$ cat config.mk
export PLATFORM = sky130hd
export DESIGN_NAME = ws2812_pattern_gen
export DESIGN_NICKNAME = d
export VERILOG_FILES = /design/src/rtl/ws2812_pkg.sv /design/src/rtl/ws2812_pattern_gen_debounce.sv /design/src/rtl/ws2812_pattern_gen.sv
export SDC_FILE = /design/constraint.sdc
export NUM_CORES = 1
export LEC_CHECK = 0
export CAP_MARGIN = 20
export CORE_ASPECT_RATIO = 1.5
export CORE_MARGIN = 1
export CORE_UTILIZATION = 25
export CTS_CLUSTER_SIZE = 20
export DETAILED_ROUTE_END_ITERATION = 6
export GPL_TIMING_DRIVEN = 0
export PLACE_DENSITY = 0.39
export SYNTH_ARGS = -nofsm -noshare
export SYNTH_HDL_FRONTEND = slang
export SYNTH_SLANG_ARGS = --single-unit
$ cat constraint.sdc
create_clock -name clk -period 3.1 [get_ports clk]
set_clock_uncertainty 0.15 [all_clocks]
set_input_delay 0.465 -clock clk [delete_from_list [all_inputs] [get_ports clk]]
set_output_delay 0.465 -clock clk [all_outputs]
set_load 0.005 [all_outputs]
$ cat src/rtl/ws2812_pkg.sv
// Shared definitions for the WS2812 pattern generator: display modes,
// colour words in {G,R,B} order, stream FSM states and the colour lookup.
package ws2812_pkg;

    localparam logic [1:0] MODE_RED   = 2'd0;
    localparam logic [1:0] MODE_GREEN = 2'd1;
    localparam logic [1:0] MODE_BLUE  = 2'd2;
    localparam logic [1:0] MODE_CHASE = 2'd3;

    // Colour words are {G[7:0], R[7:0], B[7:0]}; low intensity keeps current modest.
    localparam logic [23:0] COL_RED   = 24'h000F00;
    localparam logic [23:0] COL_GREEN = 24'h0F0000;
    localparam logic [23:0] COL_BLUE  = 24'h00000F;
    localparam logic [23:0] COL_WHITE = 24'h0F0F0F;
    localparam logic [23:0] COL_OFF   = 24'h000000;

    typedef enum logic {
        IDLE   = 1'b0,
        STREAM = 1'b1
    } state_t;

    // Colour of one LED given the display mode and whether it sits on the chase position.
    function automatic logic [23:0] mode_colour(input logic [1:0] m, input logic on_pos);
        logic [23:0] c;
        case (m)
            MODE_RED:   c = COL_RED;
            MODE_GREEN: c = COL_GREEN;
            MODE_BLUE:  c = COL_BLUE;
            MODE_CHASE: c = on_pos ? COL_WHITE : COL_OFF;
            default:    c = COL_OFF;
        endcase
        return c;
    endfunction

endpackage

$ cat src/rtl/ws2812_pattern_gen_debounce.sv
// Push-button conditioner: two-flop synchronizer followed by a stability
// counter. Emits a one-cycle pulse when the debounced level falls (press).
module key_debounce #(
    parameter int DEBOUNCE_CYC = 540_000
) (
    input  logic clk,
    input  logic rst_n,
    input  logic key_in,
    output logic key_level,
    output logic press_pulse
);

    localparam int CNT_W = $clog2(DEBOUNCE_CYC + 1);
    localparam logic [CNT_W-1:0] CNT_LAST = CNT_W'(DEBOUNCE_CYC - 1);

    logic             sync1;
    logic             sync2;
    logic [CNT_W-1:0] cnt;

    // Bring the asynchronous key into the clock domain; idle level is released (1).
    always_ff @(posedge clk or negedge rst_n) begin
        if (!rst_n) begin
            sync1 <= 1'b1;
            sync2 <= 1'b1;
        end else begin
            sync1 <= key_in;
            sync2 <= sync1;
        end
    end

    // Accept a new level only after DEBOUNCE_CYC consecutive cycles of disagreement.
    always_ff @(posedge clk or negedge rst_n) begin
        if (!rst_n) begin
            cnt         <= '0;
            key_level   <= 1'b1;
            press_pulse <= 1'b0;
        end else begin
            press_pulse <= 1'b0;
            if (sync2 == key_level) begin
                cnt <= '0;
            end else if (cnt == CNT_LAST) begin
                cnt         <= '0;
                key_level   <= sync2;
                press_pulse <= ~sync2;
            end else begin
                cnt <= cnt + CNT_W'(1);
            end
        end
    end

endmodule

$ cat src/rtl/ws2812_pattern_gen.sv
// Pixel source for the WS2812 serializer: frame timer, key-driven mode
// selection and a valid/ready stream of LED_NUM GRB words per frame.
module ws2812_pattern_gen
    import ws2812_pkg::*;
#(
    parameter int LED_NUM      = 8,
    parameter int CLK_FRE      = 27_000_000,
    parameter int FRAME_HZ     = 50,
    parameter int DEBOUNCE_CYC = 540_000
) (
    input  logic        clk,
    input  logic        rst_n,
    input  logic        key,
    output logic [23:0] pix_data,
    output logic        pix_valid,
    input  logic        pix_ready,
    output logic        pix_last,
    output logic [1:0]  mode,
    output logic        frame_overrun
);

    localparam int FRAME_TICKS = CLK_FRE / FRAME_HZ;
    localparam int FC_W        = (FRAME_TICKS > 1) ? $clog2(FRAME_TICKS) : 1;
    localparam int IDX_W       = (LED_NUM > 1) ? $clog2(LED_NUM) : 1;
    localparam logic [FC_W-1:0]  FC_LAST  = FC_W'(FRAME_TICKS - 1);
    localparam logic [IDX_W-1:0] IDX_LAST = IDX_W'(LED_NUM - 1);

    logic [FC_W-1:0]  frame_cnt;
    logic             tick;
    logic             key_level;
    logic             press_pulse;
    logic [1:0]       pending_mode;
    state_t           state;
    logic [IDX_W-1:0] idx;
    logic [IDX_W-1:0] idx_next;
    logic [IDX_W-1:0] pos;
    logic [IDX_W-1:0] pos_next;

    key_debounce #(
        .DEBOUNCE_CYC (DEBOUNCE_CYC)
    ) u_key_debounce (
        .clk         (clk),
        .rst_n       (rst_n),
        .key_in      (key),
        .key_level   (key_level),
        .press_pulse (press_pulse)
    );

    assign tick     = (frame_cnt == FC_LAST);
    assign idx_next = idx + IDX_W'(1);
    assign pos_next = (pos == IDX_LAST) ? '0 : pos + IDX_W'(1);

    // Free-running frame timer; tick marks its final count.
    always_ff @(posedge clk or negedge rst_n) begin
        if (!rst_n) begin
            frame_cnt <= '0;
        end else if (tick) begin
            frame_cnt <= '0;
        end else begin
            frame_cnt <= frame_cnt + FC_W'(1);
        end
    end

    // Requested mode advances on each debounced press; applied only at frame start.
    always_ff @(posedge clk or negedge rst_n) begin
        if (!rst_n) begin
            pending_mode <= MODE_RED;
        end else if (press_pulse && !key_level) begin
            pending_mode <= pending_mode + 2'd1;
        end else begin
            pending_mode <= pending_mode;
        end
    end

    // Stream FSM: starts a frame on tick, walks the LED index under valid/ready.
    always_ff @(posedge clk or negedge rst_n) begin
        if (!rst_n) begin
            state         <= IDLE;
            idx           <= '0;
            pos           <= '0;
            mode          <= MODE_RED;
            pix_data      <= COL_OFF;
            pix_valid     <= 1'b0;
            pix_last      <= 1'b0;
            frame_overrun <= 1'b0;
        end else begin
            // A tick while busy is dropped, including one on the final handshake.
            frame_overrun <= tick && (state == STREAM);
            case (state)
                IDLE: begin
                    if (tick) begin
                        state     <= STREAM;
                        mode      <= pending_mode;
                        idx       <= '0;
                        pix_valid <= 1'b1;
                        pix_data  <= mode_colour(pending_mode, pos == '0);
                        pix_last  <= (IDX_LAST == '0);
                    end else begin
                        pix_valid <= 1'b0;
                    end
                end
                STREAM: begin
                    if (pix_valid && pix_ready) begin
                        if (pix_last) begin
                            state     <= IDLE;
                            pix_valid <= 1'b0;
                            pix_last  <= 1'b0;
                            pix_data  <= COL_OFF;
                            if (mode == MODE_CHASE) begin
                                pos <= pos_next;
                            end else begin
                                pos <= pos;
                            end
                        end else begin
                            idx      <= idx_next;
                            pix_data <= mode_colour(mode, idx_next == pos);
                            pix_last <= (idx_next == IDX_LAST);
                        end
                    end else begin
                        pix_valid <= 1'b1;
                    end
                end
                default: begin
                    state     <= IDLE;
                    pix_valid <= 1'b0;
                    pix_last  <= 1'b0;
                end
            endcase
        end
    end

endmodule

After elaboration in Yosys (flattened, before gate mapping)
Index checks and enable logic that the tools add are counted.
W data, S select, Z words.
- multiplexer cells: 29
- equal/unequal tests: 16
- reduce and logical (&&, ||, !) cells: 12
- add/sub/neg operators: 5
- bitwise gates (word level): 3
- operators with widths (kind ; number):
    $pmux W24 S4 ; 2
    $mux W20 ; 5
    $mux W24 ; 3
    $pmux W24 S2 ; 1
    $add A20 B1 Y20 const B ; 2
    $eq A20 B20 Y1 const B ; 2
    $mux W3 ; 4
    $mux W1 ; 10
    $eq A2 B2 Y1 const B ; 4
    $add A3 B1 Y3 const B ; 2
    $eq A3 B3 Y1 const B ; 2
    $pmux W1 S2 ; 3
    $pmux W3 S2 ; 1
    $reduce_and A2 Y1 ; 3
    $eq A2 B1 Y1 const B ; 2
    $logic_not A2 Y1 ; 2
    $ne A2 B2 Y1 const B ; 2
    $reduce_and A4 Y1 ; 1
    $eq A3 B3 Y1 ; 1
    $logic_and A1 B1 Y1 ; 3
    $logic_not A3 Y1 ; 1
    $ne A3 B3 Y1 const B ; 1
    $not A1 Y1 ; 3
    $reduce_and A3 Y1 ; 1
    4 further kinds ; 4
- bits in registers: 82
- logic and storage cells: 80
- input bits: 4

Longest topological paths before layout
Gate-level depths: netlist of the first run.
- word-level depth: 7
- depth in mapped cells: 6

Modules after synthesis
Synthesis of the first run repeated with hierarchy kept, for this count alone.
- cells, all modules: 313
- area, all modules: 3291.9 sq um
- by module, submodules not included (module ; instances ; cells each ; area an instance (sq um)):
    ws2812_pattern_gen ; 1 ; 202 ; 2068.2
    key_debounce ; 1 ; 111 ; 1223.7

Least setup slack after synthesis of the first run
OpenSTA, ideal clock, no wires.
- path kind: reg2reg
- start point: reg u_key_debounce.cnt[0]
- end point: reg u_key_debounce.cnt[18]
- arrival: 1.830 ns
- cell stages (with the launch flop): 7
- path slack: 1.042 ns
- path through: dfrtp_1 -> ha_1 -> nand4_1 -> or3_1 -> buf_2 -> or4_1 -> a21oi_1
- longest elaborated chain between the ends: 3
- elaborated cells between the ends (all ways): 4
- classes of those cells: 1 x add/sub; 1 x eq/ne; 2 x mux
- RTL lines (item ; line ; text):
    start, declared ; ws2812_pattern_gen_debounce.sv:18 ; logic [CNT_W-1:0] cnt;
    start signal, assigned ; ws2812_pattern_gen_debounce.sv:46 ; cnt <= cnt + CNT_W'(1);
    $add A20 B1 Y20 or $eq A20 B20 Y1 (tied branches) ; ws2812_pattern_gen_debounce.sv:46, ws2812_pattern_gen_debounce.sv:41 ;
    $mux W20 * ; ws2812_pattern_gen_debounce.sv:41 ; end else if (cnt == CNT_LAST) begin
    $mux W20 * ; ws2812_pattern_gen_debounce.sv:39 ; if (sync2 == key_level) begin
Mark *: on every way between the ends. The rest lies on a longest branch, timed or not.
A chain may end at the register's enable or synchronous reset.

Worst setup path in the final report of the first run
- start point: reg u_key_debounce.cnt[5]
- end point: reg u_key_debounce.cnt[8]
The elaborated chain is that of the path after synthesis.

==> out/qor.yml, run 1 <==
dieArea_um2: 13200
grt_max_degree: 62
crit_path_cell_trace: "nor4b_1 -> nand2_1 -> o41ai_4 -> clkbuf_1 -> nor2_1"
io_pins: 33
drive_gt1_share_pct: 15.9
timing.slew.headroom_pct: 45.3
startpoint_type: "flip-flop"
syn_inst: 311
cp.required_ps: 3140
path_class: "flip-flop to flip-flop"
gp_congestion: 0.679
num-nets-final: 366
synth-main-ff-cell: "dfrtp_1"
drtPass1Iterations: 4
cp_max_fo: 10
power_density_nw_per_um2: 456
max_freq_mhz: 411
drtAntennaViolNets: 0
ys_types: 49
cp_slowest_cell: "o41ai_4"
async_flop_share_pct: 100
cts_htree_levels: 3
synth-edff-count: 0
cts_root_buf: "clkbuf_16"
peakVddDrop_mv: 0.265
period_share_pct: 78.6
hold_path.class: "primary input to async pin"
outcome: "finished, final reports clean"
fill_cells: 1332
postCtsSetupBuffers: 0
yosys_warnings: 0
endpoint_kind: "flip-flop"
slew_viol_final: 0
rsz0062_at_grt: "no"
synth.yosys.seq_area_share_pct: 48.1
r2r_slack_ps: 660
maxCapViolations: 0
vias: 2311
synth_area_um2: 3180
core_area_um2: 12400
die_y_um: 140
syn_area_per_cell_um2: 10.2
grt_first_pass_wirelength_um: 11600
hold_viol: 0
utilization_pct: 31.2
fp-row-count: 50
finalSetupViolations: 0
wl_per_cell_um: 12.9
grt_pass1_vias: 2360
ys_ff_latch: 61
cellLeakagePower_nw: 1.68
clock_path_buffers: 2
holdBufCountCts: 0
cts_resized: 0
hpwl_um: 4590
vias_per_cell: 4.50
fin_crit_ps: 2440
clk_latency_ps: 330
cts_buffers: 9
fin_tns_setup_ps: 0
overflow: 0
first_iter_violations: 72
syn_to_final_growth_pct: 22.3
drc: 0
portBuffers: 20
track_usage_pct: 11.4
cts_sinks: 61
antenna_found_initial: 0
path_clk_slew_ps: 50
drt_wl_total_um: 6630
tightest_slew_ps: 821
start_util_pct: 25.5
slowest_delay_ps: 700
cts_tree: "yes"
antenna_cells: 0
die_width_um: 94.1
cp.arrival_ps: 2480
-- metal layers --
metal  track usage (%)  wire length, um
met3              1.85              166
met5                 0                0
met4              6.56              174
met1              12.9             2810
met2              19.9             3480
-- synthesized netlist by cell type (2+ instances only) --
master | count | area, um2
dfrtp_1 | 58 | 1450
nor2_1 | 27 | 101
nand2_1 | 24 | 90.1
buf_4 | 21 | 158
xnor2_1 | 17 | 149
o21ai_0 | 14 | 70.1
nand3_1 | 13 | 65.1
xor2_1 | 13 | 114
a21oi_1 | 11 | 55.1
nand4_1 | 11 | 68.8
inv_1 | 10 | 37.5
ha_1 | 9 | 113
mux2_2 | 8 | 90.1
or3_1 | 8 | 50.1
nor3_1 | 6 | 30.0
and4_1 | 4 | 35.0
clkbuf_1 | 4 | 15.0
nor4_1 | 4 | 25.0
or4_1 | 4 | 30.0
and3_1 | 3 | 18.8
dfstp_2 | 3 | 78.8
mux2i_1 | 3 | 30.0
nand2b_1 | 3 | 18.8
o22ai_1 | 3 | 18.8
o31ai_1 | 3 | 22.5
buf_2 | 2 | 10.0
o21a_1 | 2 | 15.0
or3_2 | 2 | 15.0
-- worst max-delay path: cells and delay by family, from the launching register on --
family / cells / cell delay [ps]
flip-flops: 1 / 440
AND/OR/NAND/NOR: 3 / 540
AO/OA/AOI/OAI: 1 / 700
buffers and inverters: 1 / 460
-- kinds of logic after synthesis --
group,Yosys count,share of synthesized area [%]
buffers and inverters,38,7.04
adders and majority gates,9,3.54
other,1,0.118
DFF,61,48.1
AOI/OAI and AO/OA,39,7.91
muxes,11,3.78
and+or+nand+nor,121,20.5
xor gates and xnor gates,31,8.97
-- registers in the layout (all words and copies together), names as in the netlist --
signal                      count
frame_cnt                      20
u_key_debounce.cnt             20
idx                             3
pix_data                        3
pos                             3
mode                            2
pending_mode                    2
frame_overrun                   1
pix_last                        1
pix_valid                       1
state                           1
u_key_debounce.key_level        1
u_key_debounce.press_pulse      1
u_key_debounce.sync1            1
u_key_debounce.sync2            1
-- layout make-up --
class	instances	area (um2)	area share [%]
sequential	61	1530	39.4
multi-input combinational	223	1470	37.7
clock buffer	14	264	6.79
timing repair buffer	20	198	5.08
tap	156	195	5.02
buffer	27	183	4.70
inverter	11	41.3	1.06
clock inverter	2	10.0	0.257
-- stage by stage --
stage	setup slack, ps	instance area, um2	hold slack [ps]	instances	total power (W)
after floorplan	1040	3220	19.4	322	0.000844
after CTS	546	3890	131	514	0.00181
after detailed placement	544	3610	198	498	0.000870
after global routing	396	3890	173	514	0.00185
final	664	3890	84.7	514	0.00177
after global placement	-816	3620	197	498	0.000870
-- power by group --
| group | switching (W) | total (W) | internal [W] |
|---|---|---|---|
| sequential | 0.00000465 | 0.000808 | 0.000803 |
| clock | 0.000337 | 0.000919 | 0.000581 |
| combinational | 0.0000299 | 0.0000473 | 0.0000174 |
-- placed cells by master, fill, tap and decap left out, drive strengths merged, types with 2 or more instances in the layout --
cell type,count
dfrtp,58
nor2,27
nand2,24
buf,24
clkdlybuf4s50,19
clkbuf,18
xnor2,17
o21ai,14
nand3,14
xor2,13
conb,12
a21oi,12
nand4,11
inv,10
or3,10
ha,9
mux2,8
nor3,6
and4,5
or4,5
nor4,4
o31ai,3
and3,3
mux2i,3
o22ai,3
nand2b,3
dfstp,3
clkinv,3
o21a,2
-- worst paths after layout --
kind | start | endpoint | cells past startpoint
setup / recovery | u_key_debounce.cnt[5] | u_key_debounce.cnt[8] | 5
hold / removal | rst_n | u_key_debounce.cnt[1] | 1
setup reg to reg | u_key_debounce.cnt[5] | u_key_debounce.cnt[8] | 5
hold reg to reg | u_key_debounce.sync1 | u_key_debounce.sync2 | 0
max in group asynchronous | rst_n | frame_cnt[16] | 1
min in group clk | u_key_debounce.sync1 | u_key_debounce.sync2 | 0
(Power assumes the default switching activity.)
==> run 2: changes to the inputs <==
Clock period 3.1 ns to 2.5 ns, I/O delays scaled along.
==> run 2 against run 1 <==
Sequential power up 24%. Critical path depth down 1. Wire length up 0.14%. Register-to-register slack worse by 450 ps. First-iteration DRC count up 11%. Final cell count up 0.58%. Sequential share of layout area down 0.26 points. Combinational power up 31%. Hold slack worse by 93 ps. Largest power group unchanged. Core utilization up 0.21 points. The flow now finishes with violations (negative hold slack).
==> out/qor.yml, run 2 (synthesized netlist as in run 1, its figures left out) <==
cts_htree_levels: 3  # unchanged
crit_path_cell_trace: "clkbuf_1 -> clkinv_1 -> o22ai_1 -> mux2_2"  # was nor4b_1 -> nand2_1 -> o41ai_4 -> clkbuf_1 -> nor2_1
drc: 0  # unchanged
final_cell_mix: "dfrtp_1, nor2_1, buf_4, nand2_1, clkdlybuf4s50_1"  # was dfrtp_1, nor2_1, nand2_1, buf_4, clkdlybuf4s50_1
antenna_found_initial: 0  # unchanged
dieArea_um2: 13200  # unchanged
start_util_pct: 25.5  # unchanged
gp_congestion: 0.679  # unchanged
finalSetupViolations: 0  # unchanged
violations: "negative hold slack"
clock_path_buffers: 2  # unchanged
grt_pass1_vias: 2358  # was 2360
met3_length_um: 157  # was 166 um
syn_to_final_growth_pct: 23.1  # was 22.3%
num-nets-final: 369  # was 366
path_clk_slew_ps: 50  # about the same
hold_path.class: "primary input to async pin"  # unchanged
fill_cells: 1329  # was 1332
drtAntennaViolNets: 0  # unchanged
wl_per_cell_um: 12.8  # was 12.9 um
core_area_um2: 12400  # unchanged
pre_cts_ws_ps: -56.2  # was 544 ps
grt_max_degree: 62  # unchanged
cts_buffers: 9  # unchanged
holdBufCountCts: 0  # unchanged
layout_commonest_cell: "dfrtp_1"  # unchanged
maxCapViolations: 0  # unchanged
track_usage_pct: 11.4  # about the same
startpoint_type: "flip-flop"  # unchanged
cp_max_fo: 10  # unchanged
pwr-share-seq_pct: 45.5  # about the same
io_pins: 33  # unchanged
timing.slew.headroom_pct: 45.9  # was 45.3%
combPwrFrac_pct: 2.8  # was 2.7%
cts_tree: "yes"  # unchanged
cp.required_ps: 2560  # was 3140 ps
peakVddDrop_mv: 0.328  # was 0.265 mV
drtPass1Iterations: 4  # unchanged
hpwl_um: 4590  # unchanged
die_y_um: 140  # unchanged
final-instance-count-excl-fill: 517  # was 514
slew_viol_final: 0  # unchanged
place_inst: 498  # unchanged
drive_gt1_share_pct: 17.2  # was 15.9%
vias_per_cell: 4.46  # was 4.50
cellLeakagePower_nw: 1.69  # was 1.68 nW
p_int_w: 0.00174  # was 0.00140 W
setup_ws_ps: 214  # was 664 ps
cts_root_buf: "clkbuf_16"  # unchanged
first_iter_violations: 80  # was 72
clkPwrFrac_pct: 51.7  # was 51.8%
vias: 2305  # was 2311
reg_top3: "frame_cnt (20), u_key_debounce.cnt (20)"  # unchanged
cp_slowest_cell: "o22ai_1"  # was o41ai_4
fin_crit_ps: 2290  # was 2440 ps
switching_share_pct: 21.0  # about the same
outcome: "finished, violations left"  # was finished, final reports clean
die_width_um: 94.1  # unchanged
path_class: "flip-flop to flip-flop"  # unchanged
max_freq_mhz: 437  # was 411 MHz
overflow: 0  # unchanged
fp-row-count: 50  # unchanged
tightest_slew_ps: 812  # was 821 ps
highest_layer: "met4"  # unchanged
met2_length_um: 3500  # was 3480 um
met1_length_um: 2810  # about the same
whs_ps: -7.84  # was 84.7 ps
rsz0062_at_grt: "no"  # unchanged
antenna_cells: 0  # unchanged
cp.arrival_ps: 2350  # was 2480 ps
endpoint_kind: "flip-flop"  # unchanged
drt_wl_total_um: 6640  # was 6630 um
period_share_pct: 91.5  # was 78.6%
power_density_nw_per_um2: 563  # was 456 nW/um2
clk_latency_ps: 330  # about the same
portBuffers: 20  # unchanged
p_sw_w: 0.000462  # was 0.000372 W
grt_first_pass_wirelength_um: 11600  # about the same
hold_viol: 13  # was 0
cts_sinks: 61  # unchanged
slowest_delay_ps: 510  # was 700 ps
==> run 2: changes by cell type in the layout (fill, tap and decap cells not counted) <==
cell | previous run | this run
clkbuf_1 | 7 | 6
nor2_2 | 0 | 1
buf_4 | 22 | 25
clkbuf_2 | 0 | 1
nor2_1 | 27 | 26
==> run 2: worst max-delay path: cells and delay by family (launching register included) <==
kind                   cells  cell delay (ps)
AO/OA/AOI/OAI              1              510
flip-flops                 1              340
multiplexers               1              390
buffers and inverters      2              770
==> run 2: cell type report <==
cell class              instances  area, um2  area share, %
plain buffers                  27        184           4.70
clock buffers                  14        264           6.74
clock inverters                 2       10.0          0.256
inverters                      11       41.3           1.05
multi-input cells             223       1470           37.6
flip-flops and latches         61       1530           39.1
well taps                     156        195           4.99
repair buffers                 23        220           5.62
==> run 2: per-layer routing <==
metal	global-route usage (%)	vias up
met1	13.0	1117
met2	19.9	26
met3	1.85	12
li1	-	1150
met4	6.56	0
met5	0	-
==> run 2: stage by stage <==
stage | utilization, % | total power, W | hold WS [ps] | area [um2] | setup TNS (ps)
5_1_grt | 31.4 | 0.00229 | 83.1 | 3920 | 0
3_5_place_dp | 29.0 | 0.00108 | 198 | 3610 | -454
4_1_cts | 31.2 | 0.00224 | 41.2 | 3890 | 0
3_3_place_gp | 29.1 | 0.00108 | 197 | 3620 | -78280
6_report | 31.4 | 0.00220 | -7.84 | 3920 | 0
2_1_floorplan | - | 0.00105 | -70.6 | 3220 | 0
==> run 2: power groups by stage <==
| stage | Combinational [W] | Clock, W | Sequential (W) |
|---|---|---|---|
| after global placement | 0.0000607 | 0 | 0.00102 |
| after CTS | 0.0000615 | 0.00118 | 0.00100 |
| after detailed placement | 0.0000608 | 0 | 0.00102 |
| after global routing | 0.0000726 | 0.00122 | 0.00100 |
| after floorplan | 0.0000299 | 0 | 0.00102 |
| final | 0.0000619 | 0.00114 | 0.00100 |
==> run 2: final timing paths <==
path | from | endpoint | slack, ps | cells after the start
setup / recovery | state | pix_data[18] | 210 | 4
hold / removal | rst_n | u_key_debounce.cnt[1] | -8 | 1
setup reg to reg | state | pix_data[18] | 210 | 4
hold reg to reg | u_key_debounce.sync1 | u_key_debounce.sync2 | 200 | 0
max in group asynchronous | rst_n | frame_cnt[16] | 1680 | 1
min in group clk | u_key_debounce.sync1 | u_key_debounce.sync2 | 200 | 0
==> run 2: repair_timing <==
item / 4_1_cts / 5_1_grt
endpoints found under the setup margin: 10 / 20
setup buffers: 0 / 3
pin swaps: 1 / 1
resized for setup: 0 / 3
endpoints found under the hold margin: 0 / 0
==> run 3: changes to the inputs <==
Settings changed: ABC_CLOCK_PERIOD_IN_PS from default to 2500, CORE_UTILIZATION 25 to 57, PLACE_DENSITY 0.39 to 0.77, SKIP_CTS_REPAIR_TIMING from default to 1.
==> run 3 against run 2 <==
The flow still finishes with violations (negative hold slack). Hold slack lost 5.9 ps. Wire length is 9.8% lower. Final cell count is 16% lower. Worst setup slack gained 32 ps. Global-route usage is 12 points higher. Sequential cell count is the same. Non-clock buffer count rose by 2. Critical path type unchanged. Critical endpoint is now u_key_debounce.cnt[18].
==> out/qor.yml, run 3 (synthesized netlist as in run 1, its figures left out) <==
p_int_w: 0.00148  # was 0.00174 W
overflow: 0  # unchanged
wl_per_cell_um: 13.8  # was 12.8 um
path_class: "flip-flop to flip-flop"  # unchanged
io_pins: 33  # unchanged
rsz0062_at_grt: "no"  # unchanged
combPwrFrac_pct: 3.4  # was 2.8%
core_area_um2: 5410  # was 12400 um2
switching_share_pct: 23.5  # was 21.0%
drt_wl_total_um: 5990  # was 6640 um
pwr-share-seq_pct: 51.5  # was 45.5%
path_clk_slew_ps: 80  # was 50 ps
drtAntennaViolNets: 0  # unchanged
cts_htree_levels: 3  # unchanged
gp_congestion: 0.805  # was 0.679
utilization_pct: 69.4  # was 31.4%
power_w: 0.00194  # was 0.00220 W
cts_tree: "yes"  # unchanged
period_share_pct: 90.2  # was 91.5%
antenna_cells: 0  # unchanged
drtPass1Iterations: 4  # unchanged
finalSetupViolations: 0  # unchanged
violations: "negative hold slack"  # unchanged
fp-row-count: 33  # was 50
cp.arrival_ps: 2370  # was 2350 ps
p_sw_w: 0.000456  # was 0.000462 W
fill_cells: 408  # was 1329
first_iter_violations: 111  # was 80
whs_ps: -13.7  # was -7.84 ps
grt_first_pass_wirelength_um: 10500  # was 11600 um
grt_max_degree: 37  # was 62
hold_viol: 35  # was 13
endpoint_kind: "flip-flop"  # unchanged
slew_viol_final: 0  # unchanged
cellLeakagePower_nw: 1.66  # was 1.69 nW
portBuffers: 20  # unchanged
max_freq_mhz: 444  # was 437 MHz
layout_commonest_cell: "dfrtp_1"  # unchanged
maxCapViolations: 0  # unchanged
vias: 2347  # was 2305
num-nets-final: 371  # was 369
clock_path_buffers: 2  # unchanged
cp.required_ps: 2620  # was 2560 ps
drc: 0  # unchanged
grt_pass1_vias: 2309  # was 2358
vias_per_cell: 5.42  # was 4.46
hpwl_um: 4270  # was 4590 um
track_usage_pct: 23.3  # was 11.4%
start_util_pct: 58.8  # was 25.5%
fin_tns_setup_ps: 0  # unchanged
die_y_um: 93.5  # was 140 um
die_width_um: 63.0  # was 94.1 um
syn_to_final_growth_pct: 18.1  # was 23.1%
cts_root_buf: "clkbuf_8"  # was clkbuf_16
tightest_slew_ps: 840  # was 812 ps
cts_buffers: 9  # unchanged
outcome: "finished, violations left"  # unchanged
clkPwrFrac_pct: 45.1  # was 51.7%
dieArea_um2: 5890  # was 13200 um2
startpoint_type: "flip-flop"  # unchanged
antenna_found_initial: 0  # unchanged
power_density_nw_per_um2: 517  # was 563 nW/um2
clk_latency_ps: 340  # was 330 ps
peakVddDrop_mv: 0.444  # was 0.328 mV
fin_crit_ps: 2250  # was 2290 ps
cp_max_fo: 9  # was 10
timing.slew.headroom_pct: 44.0  # was 45.9%
reg_top3: "frame_cnt (20), u_key_debounce.cnt (20)"  # unchanged
hold_path.class: "primary input to async pin"  # unchanged
drive_gt1_share_pct: 18.2  # was 17.2%
final_cell_mix: "dfrtp_1, nor2_1, buf_4, nand2_1, clkdlybuf4s50_1"  # unchanged
cts_sinks: 61  # unchanged
[run 3: final timing paths]
path	startpoint	end	slack (ps)	depth (start not counted)
max	u_key_debounce.cnt[0]	u_key_debounce.cnt[18]	250	6
min	rst_n	frame_cnt[10]	-10	1
max reg2reg	u_key_debounce.cnt[0]	u_key_debounce.cnt[18]	250	6
min reg2reg	u_key_debounce.sync1	u_key_debounce.sync2	210	0
max in group asynchronous	rst_n	u_key_debounce.sync2	1520	2
min in group clk	u_key_debounce.sync1	u_key_debounce.sync2	210	0
[run 3: stage by stage]
stage	hold slack, ps	cells	setup WS, ps	cell area [um2]
finish	-13.7	433	245	3760
global route	57.6	433	60.2	3760
CTS	4.16	429	54.5	3720
detailed placement	206	413	77.9	3520
global placement	200	412	-1040	3510
floorplan	-70.6	322	442	3220
[run 3: power by group through the flow]
stage | sequential (W) | combinational, W | clock [W]
2_1_floorplan | 0.00102 | 0.0000299 | 0
3_3_place_gp | 0.00102 | 0.0000578 | 0
3_5_place_dp | 0.00102 | 0.0000620 | 0
4_1_cts | 0.000999 | 0.0000622 | 0.000893
5_1_grt | 0.000999 | 0.0000745 | 0.000936
6_report | 0.000999 | 0.0000653 | 0.000876
[run 3: cell type report]
cell class / count / area (um2) / area share [%]
multi-input combinational: 223 / 1470 / 39.1
buffer: 27 / 183 / 4.86
clock buffer: 9 / 124 / 3.30
tap: 70 / 87.6 / 2.33
timing repair buffer: 25 / 245 / 6.53
clock inverter: 7 / 75.1 / 2.00
sequential: 61 / 1530 / 40.7
inverter: 11 / 41.3 / 1.10
[run 3: metal layers]
metal / wire length (um) / up-vias / global-route usage (%)
li1: - / 1161 / -
met2: 3260 / 29 / 40.7
met4: 95 / 0 / 11.0
met3: 155 / 7 / 5.49
met5: 0 / - / 0
met1: 2480 / 1150 / 26.5
[run 3: worst max-delay path, cell delays in order, from the launching register on]
cell and delay [ps]:
dfrtp_1 390, ha_1 230, nand4_1 200, or3_1 400, buf_2 190, or4_1 480
a21oi_1 140
